==> src/rtl/cmd_serializer.sv <==
// ---------------------------------------------------------------------------
// cmd_serializer
//
// Transmits one 48-bit SD command frame on the CMD line each time the start
// detector raises start_flag. The frame goes out MSB first:
//   start(0), tx(1), index[5:0], argument[31:0], crc7[6:0], end(1)
// Each bit is held for DIV clk cycles. The bit-rate tick comes from an
// internal divider.
//
// Build option:
//   SD_CMD_CRC7_EN  defined   : CRC7 (x^7+x^3+1) is computed serially over
//                               frame bits 47..8, and cmd_crc_in is ignored.
//                   undefined : cmd_crc_in is captured with the command and
//                               sent as the CRC field.
//
// Parameters:
//   DIV    clk cycles per CMD bit (2..255)
//   CNT_W  divider counter width (must hold DIV-1)
//
// Ports:
//   clk           system clock, rising edge
//   reset         synchronous, active-high
//   start_flag    one-cycle frame request
//   cmd_index     command index, captured on accept
//   cmd_argument  command argument, captured on accept
//   cmd_crc_in    external CRC7, used only without SD_CMD_CRC7_EN
//   cmd_out       serial CMD data to the pad (idles high)
//   cmd_oe        pad output enable, high while the frame is driven
//   busy          high while the frame bits are being sent
//   done          one-cycle pulse after the end bit
//   overrun       one-cycle pulse, start_flag seen while not idle
// ---------------------------------------------------------------------------
module cmd_serializer #(
  parameter int DIV   = 4,
  parameter int CNT_W = 8
) (
  input  logic        clk,
  input  logic        reset,
  input  logic        start_flag,
  input  logic [5:0]  cmd_index,
  input  logic [31:0] cmd_argument,
  input  logic [6:0]  cmd_crc_in,
  output logic        cmd_out,
  output logic        cmd_oe,
  output logic        busy,
  output logic        done,
  output logic        overrun
);

  localparam logic [CNT_W-1:0] DIV_LAST = CNT_W'(DIV - 1);

  typedef enum logic [1:0] {
    S_IDLE = 2'd0,
    S_SEND = 2'd1,
    S_DONE = 2'd2
  } state_t;

  state_t            state;
  state_t            state_nxt;
  logic [5:0]        bit_cnt;
  logic [CNT_W-1:0]  div_cnt;
  logic [39:0]       shreg;
  logic [6:0]        crc;
  logic              accept;
  logic              bit_end;
  logic              frame_bit;

  assign accept  = (state == S_IDLE) && start_flag;
  assign bit_end = (state == S_SEND) && (div_cnt == DIV_LAST);

  // State register
  always_ff @(posedge clk) begin
    if (reset) state <= S_IDLE;
    else       state <= state_nxt;
  end

  // Next-state logic
  always_comb begin
    state_nxt = state;
    case (state)
      S_IDLE:  if (start_flag)                   state_nxt = S_SEND;
      S_SEND:  if (bit_end && (bit_cnt == 6'd0)) state_nxt = S_DONE;
      S_DONE:                                    state_nxt = S_IDLE;
      default:                                   state_nxt = S_IDLE;
    endcase
  end

  // Current frame bit: header/argument from the shift register, then the
  // CRC field MSB first (bit_cnt 7..1 maps to crc[6..0]), then the end bit.
  always_comb begin
    frame_bit = 1'b1;
    if (bit_cnt >= 6'd8)       frame_bit = shreg[39];
    else if (bit_cnt != 6'd0)  frame_bit = crc[bit_cnt[2:0] - 3'd1];
  end

  // Output logic
  always_comb begin
    cmd_out = 1'b1;
    cmd_oe  = 1'b0;
    busy    = 1'b0;
    done    = 1'b0;
    case (state)
      S_SEND: begin
        cmd_out = frame_bit;
        cmd_oe  = 1'b1;
        busy    = 1'b1;
      end
      S_DONE:  done = 1'b1;
      default: ;
    endcase
  end

  // Bit and divider counters. bit_cnt parks at 0 after the end bit.
  always_ff @(posedge clk) begin
    if (reset) begin
      bit_cnt <= 6'd0;
      div_cnt <= '0;
    end else if (accept) begin
      bit_cnt <= 6'd47;
      div_cnt <= '0;
    end else if (state == S_SEND) begin
      if (div_cnt == DIV_LAST) begin
        div_cnt <= '0;
        if (bit_cnt != 6'd0) bit_cnt <= bit_cnt - 6'd1;
      end else begin
        div_cnt <= div_cnt + 1'b1;
      end
    end
  end

  // Overrun: any request outside IDLE is dropped and flagged next cycle.
  always_ff @(posedge clk) begin
    if (reset) overrun <= 1'b0;
    else       overrun <= start_flag && (state != S_IDLE);
  end

  // Header/argument shift register; data only, no reset needed because
  // cmd_out is forced high outside SEND.
  always_ff @(posedge clk) begin
    if (accept)       shreg <= {2'b01, cmd_index, cmd_argument};
    else if (bit_end) shreg <= {shreg[38:0], 1'b0};
  end

`ifdef SD_CMD_CRC7_EN
  function automatic logic [6:0] crc7_step(input logic [6:0] c, input logic b);
    logic fb;
    fb = b ^ c[6];
    return {c[5:3], c[2] ^ fb, c[1:0], fb};
  endfunction

  logic unused_crc_in;
  assign unused_crc_in = ^cmd_crc_in;

  // CRC advances once per header/argument bit, on that bit's last cycle,
  // so it is final before bit 7 goes out.
  always_ff @(posedge clk) begin
    if (reset || accept)                  crc <= 7'd0;
    else if (bit_end && bit_cnt >= 6'd8)  crc <= crc7_step(crc, shreg[39]);
  end
`else
  always_ff @(posedge clk) begin
    if (reset)       crc <= 7'd0;
    else if (accept) crc <= cmd_crc_in;
  end
`endif

endmodule

==> config.mk <==
export PLATFORM = sky130hd
export DESIGN_NAME = cmd_serializer
export DESIGN_NICKNAME = d
export VERILOG_FILES = /design/src/rtl/cmd_serializer.sv
export SDC_FILE = /design/constraint.sdc
export NUM_CORES = 1
export LEC_CHECK = 0
export CAP_MARGIN = 20
export CORE_UTILIZATION = 25
export CTS_CLUSTER_DIAMETER = 60
export CTS_CLUSTER_SIZE = 24
export DETAILED_ROUTE_END_ITERATION = 7
export PLACE_DENSITY = 0.53
export SLEW_MARGIN = 20
export SYNTH_ARGS = -nofsm -noshare
export SYNTH_HDL_FRONTEND = slang
export SYNTH_SLANG_ARGS = --single-unit
export TNS_END_PERCENT = 5
==> constraint.sdc <==
create_clock -name clk -period 6.35 [get_ports clk]
set_input_delay 1.27 -clock clk [delete_from_list [all_inputs] [get_ports clk]]
set_output_delay 1.27 -clock clk [all_outputs]
set_load 0.02 [all_outputs]
After elaboration in Yosys (flattened, before gate mapping)
Index checks and enable logic that the tools add are counted.
{"block": "totals", "ff_bits": 64, "latch_bits": 0, "ramBits": 0, "rom_bits": 0, "in_bits": 48, "elab_cells": 51, "memories": 0}
{"block": "op_classes", "add_sub_neg": 3, "n_mul": 0, "div": 0, "order_cmp": 2, "n_eq_ne": 5, "shift": 0, "muxes": 17, "bitwise_logic": 0, "n_reduce_logical": 16}
{"operator": "two-way mux 38 bit", "count": 2}
{"operator": "two-way mux 6 bit", "count": 4}
{"operator": "nonzero test 2 bit", "count": 5}
{"operator": "adder 8 x 1 -> 8 bit, second input constant", "count": 1}
{"operator": "equality test 8 x 2 -> 1 bit, second input constant", "count": 1}
{"operator": "two-way mux 8 bit", "count": 1}
{"operator": "greater-or-equal comparator 6 x 4 -> 1 bit, second input constant", "count": 1}
{"operator": "zero test 6 bit", "count": 1}
{"operator": "two-way mux 1 bit", "count": 6}
{"operator": "AND reduction 3 bit", "count": 2}
{"operator": "nonzero test 6 bit", "count": 1}
{"operator": "subtractor 6 x 1 -> 6 bit, second input constant", "count": 1}
{"operator": "logical AND 1 bit", "count": 4}
{"operator": "< comparator 3 x 4 -> 1 bit, second input constant", "count": 1}
{"operator": "two-way mux 2 bit", "count": 2}
{"operator": "inequality test 2 bit, second input constant", "count": 2}
{"operator": "one-hot mux 2 bit (2 select lines)", "count": 1}
{"operator": "binary-select mux 1 bit (select 3 bit)", "count": 1}
{"operator": "subtractor 3 x 1 -> 3 bit, second input constant", "count": 1}
{"operator": "equality test 2 x 1 -> 1 bit, second input constant", "count": 1}
{"operator": "equality test 2 bit, second input constant", "count": 1}
{"operator": "zero test 2 bit", "count": 1}
{"operator": "AND reduction 2 bit", "count": 1}
{"operator": "OR reduction 2 bit", "count": 1}

Logic depth before layout (Yosys ltp)
Gate-level depths: netlist of run 1.
{"block": "depth", "ltp_word": 6, "ltp_mapped": 6, "mapped_depth_nobuf": 6}

Least setup slack after synthesis of run 1
No wires, ideal clock.
{"block": "synth_path", "path_kind": "input to register", "start": "in start_flag", "end": "reg shreg[0] (enable)", "setup_ps": 396, "t_arrival_ps": 2894, "path_slack_ps": 3061, "cell_stages": 4, "cell_sequence": "or3b_2 clkbuf_1 clkbuf_1 nand2_1"}
{"block": "synth_via", "elab_chain_len": 2}
{"item": "start: declaration", "line": "39", "rtl": "input logic start_flag,"}
{"item": "logical AND 1 bit", "line": "68", "rtl": "assign accept = (state == S_IDLE) && start_flag;"}
{"item": "nonzero test 2 bit (no line)"}
{"item": "end signal: assignment", "line": "140", "rtl": "if (accept) shreg <= {2'b01, cmd_index, cmd_argument};"}
{"item": "end signal: assignment", "line": "141", "rtl": "else if (bit_end) shreg <= {shreg[38:0], 1'b0};"}
{"item": "end: declaration", "line": "62", "rtl": "logic [39:0] shreg;"}
Every way passes these cells.
A chain may end at the register's enable or synchronous reset.

Worst setup path in the final report of run 1
{"block": "layout_path", "start": "reg bit_cnt[0]", "end": "out cmd_out"}
{"block": "layout_via", "elab_chain_len": 6}
{"item": "start: declaration", "line": "60", "rtl": "logic [5:0] bit_cnt;"}
{"item": "start signal: assignment", "line": "124", "rtl": "if (bit_cnt != 6'd0) bit_cnt <= bit_cnt - 6'd1;"}
{"item": "subtractor 3 x 1 -> 3 bit", "line": "93", "rtl": "else if (bit_cnt != 6'd0) frame_bit = crc[bit_cnt[2:0] - 3'd1];"}
{"item": "binary-select mux 1 bit (select 3 bit)", "line": "93"}
{"item": "two-way mux 1 bit (implied by the code)", "line": "93"}
{"item": "two-way mux 1 bit", "line": "93"}
{"item": "two-way mux 1 bit *", "line": "92", "rtl": "if (bit_cnt >= 6'd8) frame_bit = shreg[39];"}
{"item": "two-way mux 1 bit *", "line": "102", "rtl": "case (state)"}
{"item": "end: declaration", "line": "43", "rtl": "output logic cmd_out,"}
Mark *: on every way between the ends. The rest lies on a longest branch, timed or not. The select of a mux whose other input is x is not followed.

==> results of run 1 <==
[sequential cells by signal (all words and copies together) (netlist names)]
name,flops
bit_cnt,6
crc,7
div_cnt,8
overrun,1
shreg,40
state,2
[path summary, 6_finish.rpt]
check	startpoint	end	slack, ps	cells past startpoint
min	crc[1]	crc[1]	450	2
max reg2reg	div_cnt[0]	shreg[1]	3930	4
max	bit_cnt[0]	cmd_out	2390	7
min reg2reg	crc[1]	crc[1]	450	2
[power groups by stage]
stage | registers, mW | clock network, mW | logic [mW]
after floorplan | 0.493 | 0 | 0.0739
after global routing | 0.491 | 0.610 | 0.140
after CTS | 0.488 | 0.590 | 0.124
final | 0.488 | 0.579 | 0.122
after global placement | 0.496 | 0 | 0.122
after detailed placement | 0.496 | 0 | 0.124
[synthesized netlist by cell type, types with 2 or more instances]
master and count:
sky130_fd_sc_hd__xor2_1 5, sky130_fd_sc_hd__nor3b_1 2, sky130_fd_sc_hd__dfxtp_1 26, sky130_fd_sc_hd__a31oi_1 4
sky130_fd_sc_hd__buf_1 2, sky130_fd_sc_hd__nand2_1 133, sky130_fd_sc_hd__nor3_1 5, sky130_fd_sc_hd__buf_2 2
sky130_fd_sc_hd__or3_1 3, sky130_fd_sc_hd__edfxtp_1 38, sky130_fd_sc_hd__nand3_1 3, sky130_fd_sc_hd__and2_1 3
sky130_fd_sc_hd__or2_2 2, sky130_fd_sc_hd__ha_1 3, sky130_fd_sc_hd__o21ai_0 4, sky130_fd_sc_hd__or4_1 3
sky130_fd_sc_hd__inv_1 3, sky130_fd_sc_hd__mux2i_1 5, sky130_fd_sc_hd__nor2_1 15, sky130_fd_sc_hd__nand4_1 2
sky130_fd_sc_hd__a21oi_1 8, sky130_fd_sc_hd__xnor2_1 3, sky130_fd_sc_hd__o31ai_1 2, sky130_fd_sc_hd__clkbuf_1 10
sky130_fd_sc_hd__buf_4 2
[through the flow]
| stage | power [mW] | utilization (%) | instances |
|---|---|---|---|
| after floorplan | 0.567 | - | 302 |
| after global placement | 0.617 | 31.8 | 479 |
| after detailed placement | 0.620 | 31.8 | 479 |
| after CTS | 1.20 | 35.0 | 495 |
| after global routing | 1.24 | 35.1 | 495 |
| final | 1.19 | 35.1 | 495 |
[worst max-delay path, cell delays in order (launching register included)]
cell,delay [ps]
sky130_fd_sc_hd__dfxtp_1,350
sky130_fd_sc_hd__inv_1,110
sky130_fd_sc_hd__ha_1,150
sky130_fd_sc_hd__or4b_1,480
sky130_fd_sc_hd__nor2_1,390
sky130_fd_sc_hd__mux2i_1,140
sky130_fd_sc_hd__nand3_1,120
sky130_fd_sc_hd__clkdlybuf4s50_1,620
[layer usage]
| layer | wire length (µm) | share of wire [%] |
|---|---|---|
| met3 | 275 | 4.7 |
| met2 | 2660 | 46 |
| met1 | 2790 | 48 |
| met5 | 0 | 0 |
| met4 | 89 | 1.5 |
[logic make-up (layout without fill, tap and decap cells)]
| family | after synthesis | in the layout | share of synthesized area (%) |
|---|---|---|---|
| muxes | 6 | 6 | 2.56 |
| adders and majority gates | 3 | 3 | 1.32 |
| AOI/OAI and AO/OA | 23 | 23 | 4.89 |
| buffers and inverters | 19 | 72 | 2.86 |
| xor gates and xnor gates | 8 | 8 | 2.47 |
| and+or+nand+nor | 179 | 179 | 27.4 |
| DFF | 64 | 64 | 58.5 |
[placed cells by master (no fill, tap or decap), types with 2 or more instances in the layout]
cell	instances
sky130_fd_sc_hd__o21ai_0	4
sky130_fd_sc_hd__nor2_1	15
sky130_fd_sc_hd__ha_1	3
sky130_fd_sc_hd__inv_1	3
sky130_fd_sc_hd__or4_1	3
sky130_fd_sc_hd__o31ai_1	2
sky130_fd_sc_hd__nand3_1	3
sky130_fd_sc_hd__inv_6	3
sky130_fd_sc_hd__nand4_1	2
sky130_fd_sc_hd__xnor2_1	3
sky130_fd_sc_hd__or3_1	3
sky130_fd_sc_hd__clkbuf_16	9
sky130_fd_sc_hd__clkdlybuf4s50_1	52
sky130_fd_sc_hd__and2_1	3
sky130_fd_sc_hd__or2_2	2
sky130_fd_sc_hd__mux2i_1	5
sky130_fd_sc_hd__edfxtp_1	38
sky130_fd_sc_hd__dfxtp_1	26
sky130_fd_sc_hd__xor2_1	5
sky130_fd_sc_hd__bufinv_16	3
sky130_fd_sc_hd__nor3_1	5
sky130_fd_sc_hd__a21oi_1	8
sky130_fd_sc_hd__nand2_1	132
sky130_fd_sc_hd__a31oi_1	4
[area by class of cell]
type	instances	area share [%]
sequential	64	43.3
multi-input combinational	219	28.9
timing repair buffer	53	13.8
clock buffer	9	5.87
tap	140	4.57
clock inverter	7	3.26
inverter	3	0.294
==> results.toml, run 1 <==
[status]
run_status = "finished, final reports clean"

[detailed_routing]
drt_initial_violations = 102
drc = 0
firstDrtPassIters = 4
vias_post_dr = 2171
avgViaCountPerCell = 4.39
final_routed_wirelength_mm = 5.82
post_detailed_route_count_of_antenna_violating_nets = 0
wl_per_cell_um = 11.7

[timing]
totalNegativeSetupSlack_ps = 0
max_slew.worst_pin.slew_ps = 864
timing.final.crit_share_pct = 62.4
normalized_max_slew_margin_pct = 42.2
fin_crit_ps = 3960
timing.final.ws_setup_ps = 2390
final-max-slew-violation-count = 0
rsz0062_at_grt = "no"
final-setup-viol-count = 0
max_freq_ghz = 0.252
fin_hold_ws_ps = 452
clock-skew-final_ps = 10.8
finalHoldViolations = 0

[hold_path]
worstHoldPathType = "flop to flop"

[global_route]
global_route.usage.met3_pct = 3.56
largest_net_degree_at_the_start_of_global_routing = 53
grt_util_all_layers_pct = 11.0
grt.busiest_layer = "met2"
first_global_vias = 2102
globalRouteMet1Util_pct = 13.9
grt_antenna_before_repair = 0
gr-total-overflow = 0
grt_util_met2_pct = 17.5
global_route_wire_length_before_repair_mm = 9.89

[place]
port_buffers = 52
pre_cts_slack_ps = 2360
finalWeightedCongestion = 0.741
detailed_place_hpwl_mm = 3.86
placement.cell_area_um2 = 3480

[cts]
tritoncts = "yes"
h-tree-depth = 3
cts_max_path_buffers = 2
ctsRootBufferMaster = "sky130_fd_sc_hd__clkbuf_16"
clkSinkCount = 64
clk_transition_reported_paths_ps = 60
cts_resized = 0
cts_hold_buf = 0
cts_setup_buffers = 0
cts_inserted_buffers = 9
clk_latency_ps = 330

[layout]
nFillCells = 1134
area.growth.synth_to_final_pct = 35.0
design_area_um2 = 3830
final_nets = 401
antenna_cells = 0
multi_input_area_um2 = 1110
drive_above_1_share_pct = 7.04
ff_latch_area_um2 = 1660

[logic_synthesis]
synth_top_area_share_pct = 40.2
synth.yosys.seq_area_share_pct = 58.5
synthCells = 302
synth_enable_flop_cells = 38
synthArstFlopShare_pct = 0
synth_largest_area_cell = "sky130_fd_sc_hd__edfxtp_1"
synth_area_um2 = 2840
net_count_synth = 353
dominant_synthesized_flop_cell = "sky130_fd_sc_hd__edfxtp_1"
syn_avg_cell_area_um2 = 9.40
post_synth_main_area_contributors = "sky130_fd_sc_hd__edfxtp_1, sky130_fd_sc_hd__dfxtp_1, sky130_fd_sc_hd__nand2_1"
synth_cell_type_count = 39
synth-seq-cells = 64
yosysWarningCount = 0

[worst_setup_path]
worst-setup-path-type = "flop to output pin"
worstPathArrival_ps = 2690
worstSetupEndpointType = "output pin"
setup.worst_path.start_class = "flop"
cp.required_ps = 5080
timing.critical_path.fanout_max = 8

[power]
power.share.clock_pct = 48.7
p_per_area_nw_per_um2 = 310
irDropWorstVdd_v = 0.000144
pwr-share-seq_pct = 41.0
sw_frac_of_total_pct = 22.5
switchingPower_mw = 0.268
cellInternalPower_mw = 0.921
share_comb_of_total_power_pct = 10.3
p_leak_nw = 1.52

[run]
cap_violations = 0

[floorplan]
floorplan.die.width_um = 109
pin_count = 53
initial_utilization_pct = 26.0
floorplan.rows = 38
core_area_um2 = 10900
floorplan.die.height_um = 109
die-area_um2 = 11800
(Power assumes the default switching activity.)
==> run 2, diff against run 1 <==
==> constraint.sdc (replaced) <==
create_clock -name clk -period 3.7 [get_ports clk]
set_input_delay 0.74 -clock clk [delete_from_list [all_inputs] [get_ports clk]]
set_output_delay 0.74 -clock clk [all_outputs]
set_load 0.02 [all_outputs]
==> run 2 against run 1 <==
  * Final area rose by 0.39%
  * Highest routed layer unchanged
  * Via count fell by 0.37%
  * First-iteration DRC count fell by 34%
  * Largest power group unchanged
  * Combinational power rose by 74%
  * Core utilization rose by 0.14 points
==> results.toml, run 2 (same netlist as run 1, synthesis figures left out) <==
[timing]
timing.final.crit_share_pct = 89.6
final-max-slew-violation-count = 0
max_slew.worst_pin.slew_ps = 598
fin_crit_ps = 3320
final-setup-viol-count = 0
finalHoldViolations = 0
max_freq_ghz = 0.301
clock-skew-final_ps = 8.70
fin_hold_ws_ps = 453
normalized_max_slew_margin_pct = 60.0
totalNegativeSetupSlack_ps = 0
rsz0062_at_grt = "no"

[detailed_routing]
firstDrtPassIters = 4
drc = 0
post_detailed_route_count_of_antenna_violating_nets = 0
vias_post_dr = 2163
avgViaCountPerCell = 4.35
drt_initial_violations = 67
final_routed_wirelength_mm = 5.87
wl_per_cell_um = 11.8

[worst_setup_path]
worstPathArrival_ps = 2580
critical_path.max_stage_delay_ps = 600
rrSetupSlack_ps = 1380
setup.worst_path.start_class = "flop"
critPathLaunch = "bit_cnt[0]"
worstSetupEndpointType = "output pin"
cp.required_ps = 2960
critPathSlowestCell = "sky130_fd_sc_hd__clkdlybuf4s50_1"
timing.critical_path.fanout_max = 8
cp_cell_sequence = "inv_1, ha_1, or4b_1, nor2_1, mux2i_1, nand3_1, clkdlybuf4s50_1"
worst-setup-path-type = "flop to output pin"
worstReg2RegStart = "div_cnt[0]"

[place]
finalWeightedCongestion = 0.752
detailed_place_hpwl_mm = 3.76
placement.cell_area_um2 = 3510
port_buffers = 52

[layout]
top_register = "shreg"
ff_latch_area_um2 = 1660
most-common-layout-cells = "sky130_fd_sc_hd__nand2_1, sky130_fd_sc_hd__clkdlybuf4s50_1, sky130_fd_sc_hd__edfxtp_1"
final_nets = 403
drive_above_1_share_pct = 6.72
antenna_cells = 0
post-route-util_pct = 35.2
top_regs = "shreg x40, div_cnt x8, crc x7"
area.growth.synth_to_final_pct = 35.5
nFillCells = 1160
layout_commonest_cell = "sky130_fd_sc_hd__nand2_1"
design_area_um2 = 3850
largest_reg_flops = 40
multi_input_area_um2 = 1100

[floorplan]
initial_utilization_pct = 26.0
floorplan.rows = 38
die-area_um2 = 11800
pin_count = 53
floorplan.die.width_um = 109
floorplan.die.height_um = 109
core_area_um2 = 10900

[cts]
cts_resized = 0
clkSinkCount = 64
cts_inserted_buffers = 9
tritoncts = "yes"
clk_latency_ps = 330
cts_setup_buffers = 0
cts_hold_buf = 0
cts_max_path_buffers = 2
h-tree-depth = 3
ctsRootBufferMaster = "sky130_fd_sc_hd__clkbuf_16"
clk_transition_reported_paths_ps = 50

[global_route]
largest_net_degree_at_the_start_of_global_routing = 52
grt_antenna_before_repair = 0
first_global_vias = 2206
gr-total-overflow = 0
grt_util_all_layers_pct = 11.5
global_route_wire_length_before_repair_mm = 10.3

[power]
p_per_area_nw_per_um2 = 525
irDropWorstVdd_v = 0.000398
p_leak_nw = 1.53
report.power.total_mw = 2.02

[status]
run_status = "finished, final reports clean"

[hold_path]
worstHoldPathType = "flop to flop"
hold_start = "crc[3]"

[run]
cap_violations = 0
run 2: cell types whose count changed in the layout (fill, tap and decap cells not counted), sizes merged:
cell    change
buf         +2
inv         -3
clkbuf      +3
run 2: metal layers:
metal	vias up	GRT usage (%)	share of wire (%)
li1	1116	-	-
met1	996	14.1	49
met2	43	18.1	44
met3	8	4.70	4.8
met4	0	4.25	2.0
met5	-	0	0
run 2: path summary, 6_finish.rpt:
path         endpoint  cells after the start
max           cmd_out                      7
min            crc[3]                      2
max reg2reg  shreg[3]                      5
min reg2reg    crc[3]                      2
run 2: power breakdown:
group          internal [mW]  switching [mW]
combinational          0.101           0.110
sequential             0.817          0.0196
clock                  0.674           0.299
total                   1.59           0.428
run 2: per-stage QoR:
stage                     setup slack (ps)  instances
after detailed placement               723        481
after global placement                 734        481
after global routing                   150        497
after floorplan                        941        302
after CTS                              362        497
final                                  383        497
run 2: layout make-up:
| type | instances | area share, % |
|---|---|---|
| clock buffers | 12 | 6.40 |
| clock inverters | 4 | 2.44 |
| inverters | 3 | 0.293 |
| multi-input cells | 219 | 28.7 |
| flip-flops and latches | 64 | 43.2 |
| well taps | 140 | 4.55 |
| repair buffers | 55 | 14.4 |
run 2: worst max-delay path, delay by kind of cell, from the launching register on:
| family | cells | cell delay [ps] |
|---|---|---|
| buffers and inverters | 2 | 710 |
| flip-flops | 1 | 350 |
| adder cells (fa/ha/maj) | 1 | 140 |
| AND/OR/NAND/NOR | 3 | 910 |
| multiplexers | 1 | 140 |
==> run 3, diff against run 2 <==
--- a/config.mk
+++ b/config.mk
@@ -6,11 +6,11 @@
 export NUM_CORES = 1
 export LEC_CHECK = 0
 export CAP_MARGIN = 20
-export CORE_UTILIZATION = 25
+export CORE_UTILIZATION = 52
 export CTS_CLUSTER_DIAMETER = 60
 export CTS_CLUSTER_SIZE = 24
 export DETAILED_ROUTE_END_ITERATION = 7
-export PLACE_DENSITY = 0.53
+export PLACE_DENSITY = 0.89
 export SLEW_MARGIN = 20
 export SYNTH_ARGS = -nofsm -noshare
 export SYNTH_HDL_FRONTEND = slang
==> run 3 against run 2 <==
  * First-iteration DRC count grew to 2.7 times the previous value
  * Routed wire length shrank 6.6%
  * Clock skew shrank 2.6 ps
  * Sequential power is essentially flat
  * Critical endpoint unchanged
  * Largest cell class unchanged
==> results.toml, run 3 (same netlist as run 1, synthesis figures left out) <==
[status]
run_status = "finished, final reports clean"

[global_route]
grt_util_all_layers_pct = 20.9
largest_net_degree_at_the_start_of_global_routing = 52
first_global_vias = 2097
global_route_wire_length_before_repair_mm = 9.36
grt_antenna_before_repair = 0
gr-total-overflow = 0

[place]
port_buffers = 52
detailed_place_hpwl_mm = 3.61
total_instance_count_after_detailed_placement = 411
placement.cell_area_um2 = 3410
finalWeightedCongestion = 0.807

[timing]
timing.final.crit_share_pct = 91.3
rsz0062_at_grt = "no"
fin_hold_ws_ps = 455
max_slew.worst_pin.slew_ps = 587
totalNegativeSetupSlack_ps = 0
normalized_max_slew_margin_pct = 60.7
final-setup-viol-count = 0
max_freq_ghz = 0.296
fin_crit_ps = 3380
clock-skew-final_ps = 6.13
finalHoldViolations = 0
final-max-slew-violation-count = 0

[floorplan]
initial_utilization_pct = 54.9
floorplan.die.height_um = 75.9
pin_count = 53
floorplan.die.width_um = 75.9
core_area_um2 = 5170
die-area_um2 = 5760
floorplan.rows = 26

[worst_setup_path]
cp.required_ps = 2960
timing.critical_path.fanout_max = 8
critical-path-top-delay-family = "simple AND/OR/NAND/NOR gates"
worst-setup-path-type = "flop to output pin"
setup.worst_path.start_class = "flop"
cp_cell_sequence = "inv_1, ha_1, or4b_1, nor2_1, mux2i_1, nand3_1, clkdlybuf4s50_1"
path_buf_inv = 2
critPathSlowestCell = "sky130_fd_sc_hd__clkdlybuf4s50_1"
critical_path.max_stage_delay_ps = 600
worstSetupEndpointType = "output pin"
worstPathArrival_ps = 2640

[cts]
cts_max_path_buffers = 2
clkSinkCount = 64
cts_resized = 0
tritoncts = "yes"
clk_transition_reported_paths_ps = 60
cts_inserted_buffers = 9
cts_hold_buf = 0
h-tree-depth = 3
clk_latency_ps = 340
ctsRootBufferMaster = "sky130_fd_sc_hd__clkbuf_8"
cts_setup_buffers = 0

[layout]
most-common-layout-cells = "sky130_fd_sc_hd__nand2_1, sky130_fd_sc_hd__clkdlybuf4s50_1, sky130_fd_sc_hd__edfxtp_1"
final_cell_count_no_fill = 427
multi_input_area_um2 = 1100
top_register = "shreg"
nFillCells = 371
drive_above_1_share_pct = 5.88
largest_reg_flops = 40
design_area_um2 = 3570
antenna_cells = 0
ff_latch_area_um2 = 1660
final_nets = 403
area.growth.synth_to_final_pct = 25.6
top_regs = "shreg x40, div_cnt x8, crc x7"
post-route-util_pct = 69.0
layout_commonest_cell = "sky130_fd_sc_hd__nand2_1"

[detailed_routing]
avgViaCountPerCell = 5.13
firstDrtPassIters = 4
drc = 0
drt_initial_violations = 184
wl_per_cell_um = 12.8
vias_post_dr = 2190
final_routed_wirelength_mm = 5.49
post_detailed_route_count_of_antenna_violating_nets = 0

[run]
cap_violations = 0

[hold_path]
worstHoldPathType = "flop to flop"

[power]
irDropWorstVdd_v = 0.000270
p_leak_nw = 1.44
p_per_area_nw_per_um2 = 437
## run 3: changes by cell type in the layout (fill, tap and decap cells not counted)
cell,before,now
sky130_fd_sc_hd__clkbuf_16,9,0
sky130_fd_sc_hd__nand2_2,1,0
sky130_fd_sc_hd__buf_4,2,3
sky130_fd_sc_hd__buf_12,1,0
sky130_fd_sc_hd__clkinv_1,1,0
sky130_fd_sc_hd__clkinv_2,0,1
sky130_fd_sc_hd__clkbuf_1,2,5
sky130_fd_sc_hd__bufinv_16,3,0
sky130_fd_sc_hd__clkbuf_8,1,10
sky130_fd_sc_hd__nand2_1,132,133
## run 3: cell type report
class | instances | area share (%)
clock inverters | 1 | 0.140
repair buffers | 55 | 15.2
flip-flops and latches | 64 | 46.6
well taps | 70 | 2.46
inverters | 3 | 0.316
multi-input cells | 219 | 30.9
clock buffers | 15 | 4.38
## run 3: path summary, 6_finish.rpt
| check | startpoint | endpoint | slack [ps] | cells after the start |
|---|---|---|---|---|
| hold / removal | crc[3] | crc[3] | 460 | 2 |
| setup reg to reg | div_cnt[0] | shreg[33] | 1500 | 5 |
| setup / recovery | bit_cnt[0] | cmd_out | 320 | 7 |
| hold reg to reg | crc[3] | crc[3] | 460 | 2 |
## run 3: per-stage QoR
stage               power (mW)  setup WS [ps]
finish                    1.56            321
global route              1.63            170
CTS                       1.57            309
detailed placement        1.06            682
global placement          1.05            771
floorplan                0.974            941
## run 3: per-layer routing
layer | vias to the layer above | share of wire (%) | GRT usage, %
met3 | 11 | 4.6 | 3.86
li1 | 1107 | - | -
met4 | 0 | 2.0 | 10.4
met2 | 69 | 47 | 32.9
met1 | 1003 | 47 | 27.8
met5 | - | 0 | 0
## run 3: worst min-delay path, cell delays in order (launching register included)
cell and delay, ps:
sky130_fd_sc_hd__dfxtp_1 310, sky130_fd_sc_hd__nand2_1 50, sky130_fd_sc_hd__a21oi_1 50
## run 3: power by group
group | switching, mW | internal (mW) | leakage [nW]
combinational | 0.111 | 0.0993 | 0.779
sequential | 0.0206 | 0.817 | 0.581
clock | 0.250 | 0.262 | 0.0817
